==> config.mk <==
export PLATFORM = sky130hd
export DESIGN_NAME = pill_dispense_seq
export DESIGN_NICKNAME = d
export VERILOG_FILES = /design/src/rtl/pill_dispense_seq.sv
export SDC_FILE = /design/constraint.sdc
export NUM_CORES = 1
export LEC_CHECK = 0
export ABC_AREA = 1
export CAP_MARGIN = 20
export CORE_MARGIN = 2
export CORE_UTILIZATION = 30
export DETAILED_ROUTE_END_ITERATION = 6
export RECOVER_POWER = 100
export SLEW_MARGIN = 20
export SYNTH_ARGS = -nofsm -noshare
export SYNTH_HDL_FRONTEND = slang
export SYNTH_SLANG_ARGS = --single-unit
==> constraint.sdc <==
create_clock -name clk -period 3.8 [get_ports clk]
set_input_delay 0.38 -clock clk [delete_from_list [all_inputs] [get_ports clk]]
set_output_delay 0.38 -clock clk [all_outputs]
set_load 0.05 [all_outputs]
==> src/rtl/pill_dispense_seq.sv <==
// Pill dispense sequencer: accepts one slot command, ramps the servo position
// out to the slot angle at a limited slew rate, dwells, ramps back home and
// pulses done. An abort in the outbound/dwell phases forces an early return.
module pill_dispense_seq #(
  parameter int unsigned STEP_CYCLES = 200000,
  parameter int unsigned HOLD_CYCLES = 25000000,
  parameter logic [7:0]  HOME_POS    = 8'd0,
  parameter logic [7:0]  SLOT_PITCH  = 8'd32
) (
  input  logic       clk,
  input  logic       rst,
  input  logic       cmd_valid,
  input  logic [2:0] cmd_slot,
  output logic       cmd_ready,
  input  logic       abort,
  output logic [7:0] pos,
  output logic       busy,
  output logic       done,
  output logic       aborted
);

  typedef enum logic [1:0] {
    IDLE      = 2'd0,
    MOVE_OUT  = 2'd1,
    HOLD      = 2'd2,
    MOVE_BACK = 2'd3
  } state_t;

  localparam logic [19:0] STEP_LAST = 20'(STEP_CYCLES - 1);
  localparam logic [24:0] HOLD_LAST = 25'(HOLD_CYCLES - 1);

  state_t      state_q, state_d;
  logic [7:0]  pos_q, pos_d;
  logic [7:0]  target_q, target_d;
  logic [19:0] step_cnt_q, step_cnt_d;
  logic [24:0] hold_cnt_q, hold_cnt_d;
  logic        busy_q, busy_d;
  logic        done_q, done_d;
  logic        aborted_q, aborted_d;
  logic        abort_seen_q, abort_seen_d;

  logic [11:0] target_sum;
  logic [7:0]  target_sat;
  logic [7:0]  goal;
  logic [7:0]  pos_step;
  logic        return_req;

  // Slot angle from the command, computed wide and clamped to the servo range.
  always_comb begin
    target_sum = {4'd0, HOME_POS} + 12'(cmd_slot) * 12'(SLOT_PITCH);
    target_sat = (target_sum > 12'd255) ? 8'hFF : target_sum[7:0];
  end

  // Next position one LSB toward the current goal; saturates at the goal.
  always_comb begin
    goal = (state_q == MOVE_BACK) ? HOME_POS : target_q;
    if (pos_q < goal) begin
      pos_step = pos_q + 8'd1;
    end else if (pos_q > goal) begin
      pos_step = pos_q - 8'd1;
    end else begin
      pos_step = pos_q;
    end
  end

  assign cmd_ready = (state_q == IDLE) && !rst;

  // Next-state logic: sequencing, slew timing, dwell timing and abort handling.
  always_comb begin
    state_d      = state_q;
    pos_d        = pos_q;
    target_d     = target_q;
    step_cnt_d   = step_cnt_q;
    hold_cnt_d   = hold_cnt_q;
    done_d       = 1'b0;
    aborted_d    = aborted_q;
    abort_seen_d = abort_seen_q;
    return_req   = 1'b0;

    case (state_q)
      IDLE: begin
        if (cmd_valid && cmd_ready) begin
          target_d     = target_sat;
          step_cnt_d   = 20'd0;
          hold_cnt_d   = 25'd0;
          abort_seen_d = 1'b0;
          state_d      = (target_sat == pos_q) ? HOLD : MOVE_OUT;
        end
      end

      MOVE_OUT: begin
        // Abort wins over a step that would land on the same edge.
        if (abort) begin
          abort_seen_d = 1'b1;
          return_req   = 1'b1;
        end else begin
          step_cnt_d = step_cnt_q + 20'd1;
          if (step_cnt_q == STEP_LAST) begin
            step_cnt_d = 20'd0;
            pos_d      = pos_step;
            if (pos_step == target_q) begin
              state_d    = HOLD;
              hold_cnt_d = 25'd0;
            end
          end
        end
      end

      HOLD: begin
        if (abort) begin
          abort_seen_d = 1'b1;
          return_req   = 1'b1;
        end else begin
          hold_cnt_d = hold_cnt_q + 25'd1;
          if (hold_cnt_q == HOLD_LAST) begin
            return_req = 1'b1;
          end
        end
      end

      MOVE_BACK: begin
        step_cnt_d = step_cnt_q + 20'd1;
        if (step_cnt_q == STEP_LAST) begin
          step_cnt_d = 20'd0;
          pos_d      = pos_step;
          if (pos_step == HOME_POS) begin
            state_d   = IDLE;
            done_d    = 1'b1;
            aborted_d = abort_seen_q;
          end
        end
      end

      default: begin
        state_d = IDLE;
      end
    endcase

    // Return home: skip the ramp entirely when already sitting at home.
    if (return_req) begin
      if (pos_q == HOME_POS) begin
        state_d   = IDLE;
        done_d    = 1'b1;
        aborted_d = abort_seen_d;
      end else begin
        state_d    = MOVE_BACK;
        step_cnt_d = 20'd0;
      end
    end

    busy_d = (state_d != IDLE);
  end

  // State and output registers; reset snaps the servo straight home.
  always_ff @(posedge clk) begin
    if (rst) begin
      state_q      <= IDLE;
      pos_q        <= HOME_POS;
      target_q     <= HOME_POS;
      step_cnt_q   <= 20'd0;
      hold_cnt_q   <= 25'd0;
      busy_q       <= 1'b0;
      done_q       <= 1'b0;
      aborted_q    <= 1'b0;
      abort_seen_q <= 1'b0;
    end else begin
      state_q      <= state_d;
      pos_q        <= pos_d;
      target_q     <= target_d;
      step_cnt_q   <= step_cnt_d;
      hold_cnt_q   <= hold_cnt_d;
      busy_q       <= busy_d;
      done_q       <= done_d;
      aborted_q    <= aborted_d;
      abort_seen_q <= abort_seen_d;
    end
  end

  assign pos     = pos_q;
  assign busy    = busy_q;
  assign done    = done_q;
  assign aborted = aborted_q;

endmodule

Yosys cells after proc, flatten, opt, wreduce, memory -nomap -nowiden
Index checks and enable logic that the tools add are counted.
Storage, ports and cells
  bits in registers: 67
  input bits: 7
  output and inout bits: 12
  word-level logic and storage cells: 87
Operators by class
  add/subtract/negate cells: 4
  order comparisons: 3
  equality and inequality tests: 12
  mux-type cells: 46
  reduce and logical (&&, ||, !) cells: 13
Operators with widths (number)
  25-bit two-way mux: 5
  20-bit two-way mux: 5
  25-bit case mux with 3 select lines: 1
  20-bit case mux with 3 select lines: 1
  8-bit two-way mux: 6
  25-bit by 1-bit adder with 25-bit output, second input constant: 1
  25-bit == test, second input constant: 1
  20-bit by 1-bit adder with 20-bit output, second input constant: 1
  20-bit by 18-bit == test with 1-bit output, second input constant: 1
  2-bit two-way mux: 9
  8-bit == test: 2
  8-bit logical NOT: 2
  8-bit case mux with 2 select lines: 1
  1-bit two-way mux: 15
  8-bit by 1-bit adder with 8-bit output, second input constant: 1
  8-bit greater-than comparator: 1
  8-bit greater-than comparator, second input constant: 1
  8-bit < comparator: 1
  2-bit inequality test, second input constant: 4
  8-bit by 1-bit subtractor with 8-bit output, second input constant: 1
  2-bit case mux with 3 select lines: 1
  6-bit AND reduction: 1
  2-bit == test, second input constant: 2
  1-bit case mux with 2 select lines: 2
  other kinds (9): 12

Logic depth before layout (Yosys ltp)
Gate-level depths: netlist of run 1.
  depth after elaboration: 12
  gate-level depth with buffers: 23
  gate-level depth less buffers: 23

Worst setup path before layout of run 1
No wires, ideal clock.
  path type: register -> register
  from: register state_q[0]
  to: register hold_cnt_q[10]
  setup time: 70 ps
  arrival time: 2735 ps
  slack: 994 ps
  cell stages (with the launch flop): 13
  buffers on the path: 2
  period minus slack after synthesis: 2806 ps
  cells stage by stage: dfxtp_1 > inv_1 > ha_1 > inv_1 > nor2_1 > nand2_1 > nand2_1 > nand2_1 > nor2_1 > buf_2 > buf_2 > nand3_1 > a21oi_1
RTL lines
  from (decl): line 32  | state_t state_q, state_d;
  from (signal assigned): line 167  | state_q <= state_d;
  2-bit logical NOT: line 66  | assign cmd_ready = (state_q == IDLE) && !rst;
  1-bit logical AND: line 66
  via cmd_ready: line 14  | output logic cmd_ready,
  1-bit logical AND: line 82  | if (cmd_valid && cmd_ready) begin
  2-bit by 1-bit inequality test with 1-bit output (no line)
  6-bit AND reduction (no line)
  to (signal assigned): line 171  | hold_cnt_q <= hold_cnt_d;
  to (decl): line 36  | logic [24:0] hold_cnt_q, hold_cnt_d;
The timed path passes the listed nets, and every way through them passes these cells.
A chain may end at the register's enable or synchronous reset.

Final worst setup path of run 1
  from: register state_q[0]
  to: register step_cnt_q[8]
Between the ends
  cells in the longest elaborated chain, start to end: 7
RTL lines
  2-bit logical NOT: line 66, 80
  1-bit logical AND: line 66
  1-bit logical AND: line 82
  20-bit two-way mux: line 82
  20-bit case mux with 3 select lines: line 80  | case (state_q)
  20-bit two-way mux: line 141  | if (pos_q == HOME_POS) begin
  20-bit two-way mux (*): line 140  | if (return_req) begin
  to (signal assigned): line 170  | step_cnt_q <= step_cnt_d;
  to (decl): line 35  | logic [19:0] step_cnt_q, step_cnt_d;
Mark *: on every way between the ends. The rest lies on a longest branch, timed or not.

==> results of run 1 <==
[per-stage QoR]
stage / instances / total power, W / hold WS, ns / cell area, um^2 / setup WS [ns]
6_report: 886 / 0.00180 / 0.482 / 4890 / 0.438
5_1_grt: 886 / 0.00189 / 0.509 / 4890 / 0.0930
4_1_cts: 886 / 0.00183 / 0.485 / 4900 / 0.573
3_5_place_dp: 872 / 0.00105 / 0.477 / 4620 / 0.582
3_3_place_gp: 872 / 0.00105 / 0.475 / 4620 / 0.683
2_1_floorplan: 687 / 0.000961 / 0.458 / 4280 / 0.994
[power breakdown]
part           leakage (nW)  internal [W]  switching, W
registers             0.501      0.000667     0.0000148
clock network         0.138      0.000486      0.000287
logic                  1.19     0.0000961      0.000252
total                  1.82       0.00125      0.000554
[flip-flops by register name (all words and copies together), names as in the netlist]
register,flops
state_q,2
aborted,1
step_cnt_q,20
busy,1
abort_seen_q,1
hold_cnt_q,25
done,1
pos,8
target_q,3
[logic make-up (layout without fill, tap and decap cells)]
kind of cell    count (synthesis)  after routing  synth area share
simple gates                  369            369             0.374
compound gates                121            121             0.158
buf+inv                       101            120            0.0985
flops                          62             62             0.290
xor+xnor                       22             22            0.0450
fa+ha+maj                      12             12            0.0351
[path summary, 6_finish.rpt]
check	slack, ns	startpoint	depth (start not counted)	end
hold / removal	0.48	step_cnt_q[16]	2	step_cnt_q[16]
hold reg to reg	0.48	step_cnt_q[16]	2	step_cnt_q[16]
setup reg to reg	0.44	state_q[0]	12	step_cnt_q[8]
setup / recovery	0.44	state_q[0]	12	step_cnt_q[8]
[routing by layer]
| metal | global-route usage | up-vias | share of wire |
|---|---|---|---|
| li1 | - | 2296 | - |
| met1 | 0.214 | 1964 | 0.50 |
| met2 | 0.249 | 99 | 0.44 |
| met3 | 0.0397 | 18 | 0.046 |
| met4 | 0.0589 | 0 | 0.018 |
| met5 | 0 | - | 0 |
[cell usage in the layout, fill, tap and decap left out, types with 2 or more instances in the layout]
master	n
o21ai_2	4
a21oi_1	57
nor2_2	4
nand2_2	3
nand3_1	67
clkdlybuf4s50_1	6
buf_4	5
clkinv_1	3
nand4_1	13
o22ai_1	3
a31oi_1	6
xor2_1	14
clkinv_2	2
dlygate4sd3_1	12
nor2_1	97
clkbuf_16	9
a31o_2	4
nor3_1	19
o211ai_1	4
a211oi_1	2
o21ai_0	33
nor3b_1	5
xnor2_1	8
nand2_1	151
clkbuf_1	2
o21ai_1	3
clkbuf_8	3
dfxtp_1	62
nor4_1	6
o21a_1	3
ha_1	12
inv_1	76
[final cells by class]
class,instances,share of cell area
Clock buffer,13,0.0553
Clock inverter,1,0.00102
Inverter,81,0.0625
Multi-Input combinational cell,524,0.535
Sequential cell,62,0.254
Tap cell,180,0.0461
Timing Repair Buffer,25,0.0464
[worst min-delay path: cells and delay by family, from the launching register on]
family / cells / cell delay [ns]
DFF: 1 / 0.32
and+or+nand+nor: 1 / 0.06
AOI/OAI and AO/OA: 1 / 0.05
==> results.toml, run 1 <==
[status]
status = "finished, final reports clean"

[route]
drt-total-wl_mm = 11.2
ant_nets = 0
vias = 4377
routedWlPerCell_um = 12.7
viasPerCell = 4.94
route.detailed.drc = 0
drt_iter0_drc = 287
drtPass1Iterations = 5

[yosys]
ys_async_sr_fraction = 0
syn_avg_cell_area_um2 = 6.23
yosys.area.top_type = "dfxtp_1"
synthTopCellsByArea = "dfxtp_1 29%, nand2_1 13%, nor2_1 8.4%"
syn-num-nets = 706
yosysMostFrequentCell = "nand2_1"
yosysTopAreaCellShare = 0.290
yosys_warnings = 0
ys_ff_latch = 62
synth_cell_types = 38
ys.flop_type = "dfxtp_1"
syn_inst = 687
synth_area_um2 = 4280
ys_seq_area_frac = 0.290
synth_edf_count = 0
synth_common_cells = "150 x nand2_1, 96 x nor2_1, 76 x inv_1"

[global_routing]
grt_overflow = 0
grt_pass1_vias = 4112
grt_pass1_wl_mm = 19.4
grt_max_degree = 33
grt_usage = 0.160
antenna_found_initial = 0

[timing]
period_needed_ns = 3.36
slew_viol_final = 0
fmaxAchievable_ghz = 0.297
rsz0062_at_grt = "false"
slew_headroom = 0.368
tns_ns = 0
final.period_utilization = 0.885
finClkSkew_ns = 0.00852
finalSetupViolCount = 0
worst_pin_slew_ns = 0.948
hold_viol_final = 0

[layout]
antenna_cells = 0
multi_input_area_um2 = 2610
layout-drive-gt1-share = 0.0524
ff_latch_area_um2 = 1240
utilization = 0.351
areaGrowthSynthToFinish_pct = 14.1
nets = 722
n_fill_cell = 1550

[die]
ios = 19
dieHeight_um = 123
start_util = 0.307
coreArea_um2 = 13900
fp.dieW_um = 123
die-area_um2 = 15200
rows = 43

[critical_path]
worstPathRequired_ns = 4.03
crit_arrival_ns = 3.59
worstSetupPathType = "flop to flop"
cp_top_family = "buffers and inverters"
startpoint_type = "flop"
crit_top_cell = "inv_1"
timing.critical_path.buf_inv = 5
endpoint_kind = "flop"
max_stage_delay_ns = 0.72
worstPathMaxFanout = 20
crit_path_cell_trace = "inv_1, ha_1, clkinv_1, buf_4, nor4_1, nand4_1, a21boi_0, inv_1, o21ai_1, clkbuf_1, nor2_1, o21a_1"
crit_path_top_delay_cell = "clkbuf_1"

[clock_network]
cts_root_buf = "clkbuf_16"
htree_levels = 3
cts_buffer_depth = 2
path_clk_slew_ns = 0.06
cts.sinks = 62
post_cts_resized = 0
numCtsBuffers = 9
post-cts-setup-buffer-count = 0
cts_hold_buffers = 0
cts_tree = "done"
insertion_delay_ns = 0.34

[job]
cap_violations = 0

[placed_design]
gp_congestion = 0.913
numPortBuffers = 18
post-dp-hpwl_mm = 8.28

[power_and_ir_drop]
p_leak_nw = 1.82
power-per-cell-area_nw_per_um2 = 369
ir_worst_vdd_mv = 0.229

[min_path]
hold_class = "flop to flop"
Power figures use the tool's default switching activity.
==> run 2, diff against run 1 <==
- DONT_BUFFER_PORTS: not set -> 1
==> run 2 against run 1 <==
Net effect: utilization down 0.98 points; non-clock buffer count shrank 11; final cell count shrank 1.1%; highest routed layer unchanged; critical path depth increased by 6; flip-flop and latch count is the same; routed wire length rose by 1.5%; first-iteration DRC count grew 18%; critical endpoint is now hold_cnt_q[7]; maximum frequency decreased by 0.26%; largest cell class unchanged; critical path type unchanged.
==> results.toml, run 2 (synthesis results as in run 1) <==
[global_routing]
grt_max_degree = 26
grt_pass1_wl_mm = 19.1
antenna_found_initial = 0
grt_usage = 0.160
grt_overflow = 0
grt_pass1_vias = 3963

[timing]
tns_ns = 0
worst_hold_slack_ns = 0.101
fmaxAchievable_ghz = 0.297
worst_pin_slew_ns = 0.986
rsz0062_at_grt = "false"
hold_viol_final = 0
period_needed_ns = 3.37
finClkSkew_ns = 0.0125
final.period_utilization = 0.887
slew_headroom = 0.343
finalSetupViolCount = 0
slew_viol_final = 0

[layout]
largest_register = "hold_cnt_q"
antenna_cells = 0
layout_common_cells = "152 x nand2_1, 97 x nor2_1, 76 x inv_1, 67 x nand3_1, 62 x dfxtp_1"
nets = 711
mostFrequentLayoutCell = "nand2_1"
largest_register_ffs = 25
stdcell_area_um2 = 4750
areaGrowthSynthToFinish_pct = 11.0
utilization = 0.341
layout-drive-gt1-share = 0.0546

[critical_path]
worstSetupPathType = "flop to flop"
endpoint_kind = "flop"
crit_arrival_ns = 3.64
worstPathRequired_ns = 4.07
worstPathMaxFanout = 20
r2r_slack_ns = 0.43
startpoint_type = "flop"

[placed_design]
numPortBuffers = 0
gp_congestion = 0.917
dpl_cell_area_um2 = 4490
post-dp-hpwl_mm = 8.40

[die]
rows = 43
coreArea_um2 = 13900
start_util = 0.307
dieHeight_um = 123
die-area_um2 = 15200
ios = 19
fp.dieW_um = 123

[power_and_ir_drop]
p_total_w = 0.00184
power-per-cell-area_nw_per_um2 = 387
p_leak_nw = 1.74
ir_worst_vdd_mv = 0.220
pwr-share-comb = 0.176
p_int_w = 0.00128
p_clk_frac = 0.448
switching_power_w = 0.000562
p_sw_frac = 0.306
seq_power_share = 0.376

[min_path]
hold_class = "primary input to flop"

[clock_network]
post-cts-setup-buffer-count = 0
cts_buffer_depth = 2
cts_tree = "done"
cts_root_buf = "clkbuf_16"
insertion_delay_ns = 0.34
path_clk_slew_ns = 0.06
post_cts_resized = 0
cts_hold_buffers = 0
cts.sinks = 62
numCtsBuffers = 9
htree_levels = 3

[route]
viasPerCell = 4.99
ant_nets = 0
route.detailed.drc = 0
drtPass1Iterations = 6
vias = 4367
routedWlPerCell_um = 13.0
drt_iter0_drc = 340
drt-total-wl_mm = 11.4

[job]
cap_violations = 0

[status]
status = "finished, final reports clean"
==> run 2: final cells by class <==
cell class                 instances  area, um^2
fill                            1502        9190
multi-input combinational        524        2610
sequential                        62        1240
inverter                          81         305
clock buffer                      12         246
tap                              180         225
timing repair buffer              14        81.3
clock inverter                     3        45.0
==> run 2: worst max-delay path, cell delays in order, from the launching register on <==
cell,delay (ns)
dfxtp_1,0.33
ha_1,0.23
inv_1,0.18
nand2_1,0.08
ha_1,0.32
a21oi_1,0.14
nand2_1,0.20
nand2_1,0.21
nor2_1,0.06
nor2_1,0.15
nand2_1,0.08
nor2_2,0.11
nand3_1,0.12
o21ai_2,0.19
nand2_2,0.27
buf_4,0.29
o21ai_0,0.15
inv_1,0.05
nor3_1,0.12
==> run 2: path summary, 6_finish.rpt <==
path                                     start  cells after the start        endpoint
worst max-delay path                state_q[0]                     18   hold_cnt_q[7]
worst min-delay path                       rst                      1   hold_cnt_q[5]
worst max register to register      state_q[0]                     18   hold_cnt_q[7]
worst min register to register  hold_cnt_q[24]                      2  hold_cnt_q[24]
==> run 2: power groups by stage <==
stage               sequential, W  clock [W]  combinational [W]
floorplan                0.000700          0           0.000261
global placement         0.000704          0           0.000326
detailed placement       0.000704          0           0.000326
CTS                      0.000691   0.000846           0.000327
global route             0.000692   0.000874           0.000364
finish                   0.000691   0.000823           0.000323
==> run 2: per-layer routing <==
metal / wire [um] / GRT usage / vias up
li1: - / - / 2276
met1: 5670 / 0.217 / 1981
met2: 4990 / 0.237 / 89
met3: 498 / 0.0424 / 21
met4: 249 / 0.0668 / 0
met5: 0 / 0 / -
==> run 2: stage by stage <==
stage          setup WS [ns]  instances
2_1_floorplan          0.994        687
3_3_place_gp           0.608        861
3_5_place_dp           0.512        861
4_1_cts                0.496        876
5_1_grt               0.0850        876
6_report               0.429        876
==> run 3, diff against run 2 <==
- ABC_AREA: 1 -> not set
- REMOVE_ABC_BUFFERS: not set -> 1
==> run 3 against run 2 <==
Net effect: die area fell by 7.8%; synthesized area shrank 8.0%; final cell count down 20%; largest power group unchanged; critical path type unchanged; critical endpoint is now hold_cnt_q[5].
==> results.toml, run 3 <==
[status]
status = "finished, final reports clean"

[clock_network]
htree_levels = 3
cts_hold_buffers = 0
numCtsBuffers = 9
insertion_delay_ns = 0.32
post-cts-setup-buffer-count = 0
post_cts_resized = 0
cts_buffer_depth = 2
cts_root_buf = "clkbuf_16"
cts_tree = "done"
path_clk_slew_ns = 0.06
cts.sinks = 62

[placed_design]
gp_congestion = 0.933
numPortBuffers = 0
post-dp-hpwl_mm = 6.98

[global_routing]
busiest_layer = "met2"
grt_pass1_vias = 3518
grt_use_met3 = 0.0299
use_met2 = 0.231
grt_max_degree = 24
grt_pass1_wl_mm = 16.6
grt_use_met1 = 0.180
grt_usage = 0.142
grt_overflow = 0
antenna_found_initial = 0

[critical_path]
r2r_slack_ns = 0.27
max_stage_delay_ns = 0.54
worstPathMaxFanout = 14
worstSetupPathType = "flop to flop"
endpoint = "hold_cnt_q[5]"
startpoint_type = "flop"
crit_top_cell = "ha_1"
crit_arrival_ns = 3.78
timing.critical_path.buf_inv = 1
cp-startpoint = "state_q[0]"
r2r_end = "hold_cnt_q[5]"
crit_path_top_delay_cell = "or4_1"
worstPathRequired_ns = 4.05
crit-reg2reg-launch = "state_q[0]"
crit_path_cell_trace = "ha_1, inv_1, nand2_1, ha_1, nand3b_1, and2_1, o41a_2, a32oi_2, and4_4, o21ai_2, or4_1, a21oi_1"
endpoint_kind = "flop"
reg2reg_depth = 12
crit_cells = 12
cp_top_family = "simple AND/OR/NAND/NOR gates"

[layout]
largest_register = "hold_cnt_q"
antenna_cells = 0
areaGrowthSynthToFinish_pct = 11.6
layout_common_cells = "65 x nand2_1, 62 x dfxtp_1, 59 x nor2_1, 44 x a21oi_1, 25 x nand3_1"
nets = 541
layout-drive-gt1-share = 0.0569
largest_register_ffs = 25
mostFrequentLayoutCell = "nand2_1"
n_fill_cell = 1403

[timing]
fmaxAchievable_ghz = 0.283
tns_ns = 0
finalSetupViolCount = 0
slew_viol_final = 0
period_needed_ns = 3.53
worst_hold_slack_ns = 0.115
rsz0062_at_grt = "false"
worst_pin_slew_ns = 1.06
final.period_utilization = 0.929
finClkSkew_ns = 0.00879
hold_viol_final = 0
slew_headroom = 0.293

[yosys]
synth_common_cells = "65 x nand2_1, 62 x dfxtp_1, 59 x nor2_1"
syn_avg_cell_area_um2 = 7.51
ys_seq_area_frac = 0.315
ys.flop_type = "dfxtp_1"
synth_cell_types = 56
synth_area_um2 = 3940
synthTopCellsByArea = "dfxtp_1 32%, nand2_1 6.2%, a21oi_1 5.7%"
syn_inst = 524
yosysMostFrequentCell = "nand2_1"
synth_edf_count = 0
ys_async_sr_fraction = 0
yosys_warnings = 0
yosysTopAreaCellShare = 0.315
yosys.area.top_type = "dfxtp_1"
ys_ff_latch = 62

[min_path]
holdPathStages = 1
min_from = "rst"
hold_class = "primary input to flop"

[route]
drt-total-wl_mm = 9.89
routedWlPerCell_um = 14.1
vias = 3727
drt_iter0_drc = 198
viasPerCell = 5.33
drtPass1Iterations = 5
ant_nets = 0
route.detailed.drc = 0

[power_and_ir_drop]
ir_worst_vdd_mv = 0.190
power-per-cell-area_nw_per_um2 = 398
p_leak_nw = 1.45

[die]
ios = 19
start_util = 0.309
rows = 41
dieHeight_um = 119
fp.dieW_um = 119
coreArea_um2 = 12700
die-area_um2 = 14100

[job]
cap_violations = 0
## run 3: cell types whose count changed in the layout (fill, tap and decap cells not counted), sizes merged, moves of 11 or more
cell,change
nor2,-42
or3,+15
nand2,-89
inv,-62
and3,+12
nand3,-42
a21oi,-11
## run 3: stage by stage
stage / power [W] / setup WS [ns] / area (um^2) / util / std cells
after CTS: 0.00177 / 0.242 / 4420 / 0.347 / 699
final: 0.00175 / 0.271 / 4390 / 0.345 / 699
after detailed placement: 0.000931 / 0.274 / 4120 / 0.324 / 683
after global routing: 0.00183 / 0.0312 / 4390 / 0.345 / 699
after global placement: 0.000925 / 0.442 / 4120 / 0.324 / 683
after floorplan: 0.000871 / 0.305 / 3810 / - / 498
## run 3: how the worst min path moves through the flow
stage / end / slack (ns)
floorplan: done / 0.45
global placement: hold_cnt_q[7] / 0.45
detailed placement: hold_cnt_q[3] / 0.45
CTS: hold_cnt_q[3] / 0.11
global route: hold_cnt_q[2] / 0.10
finish: hold_cnt_q[2] / 0.12
## run 3: final cells by class
type,instances,area [um^2],share of cell area
clock buffer,11,243,0.0552
clock inverter,5,58.8,0.0134
inverter,15,56.3,0.0128
multi-input combinational,421,2520,0.573
sequential,62,1240,0.282
tap,172,215,0.0490
timing repair buffer,13,61.3,0.0140
## run 3: power breakdown
| part | internal (W) | switching (W) |
|---|---|---|
| registers | 0.000662 | 0.0000188 |
| logic | 0.0000767 | 0.000163 |
| clock network | 0.000526 | 0.000305 |
## run 3: metal layers
metal / wire, um / vias to the layer above
li1: - / 1895
met2: 4730 / 86
met4: 149 / 0
met1: 4590 / 1734
met5: 0 / -
met3: 417 / 12
## run 3: cell families (layout without fill, tap and decap cells)
group | after synthesis | after routing | synth area share
buffers and inverters | 41 | 44 | 0.0474
and+or+nand+nor | 245 | 245 | 0.310
AOI/OAI and AO/OA | 134 | 134 | 0.219
DFF | 62 | 62 | 0.315
xor gates and xnor gates | 25 | 25 | 0.0575
adders and majority gates | 12 | 12 | 0.0381
muxes | 5 | 5 | 0.0127
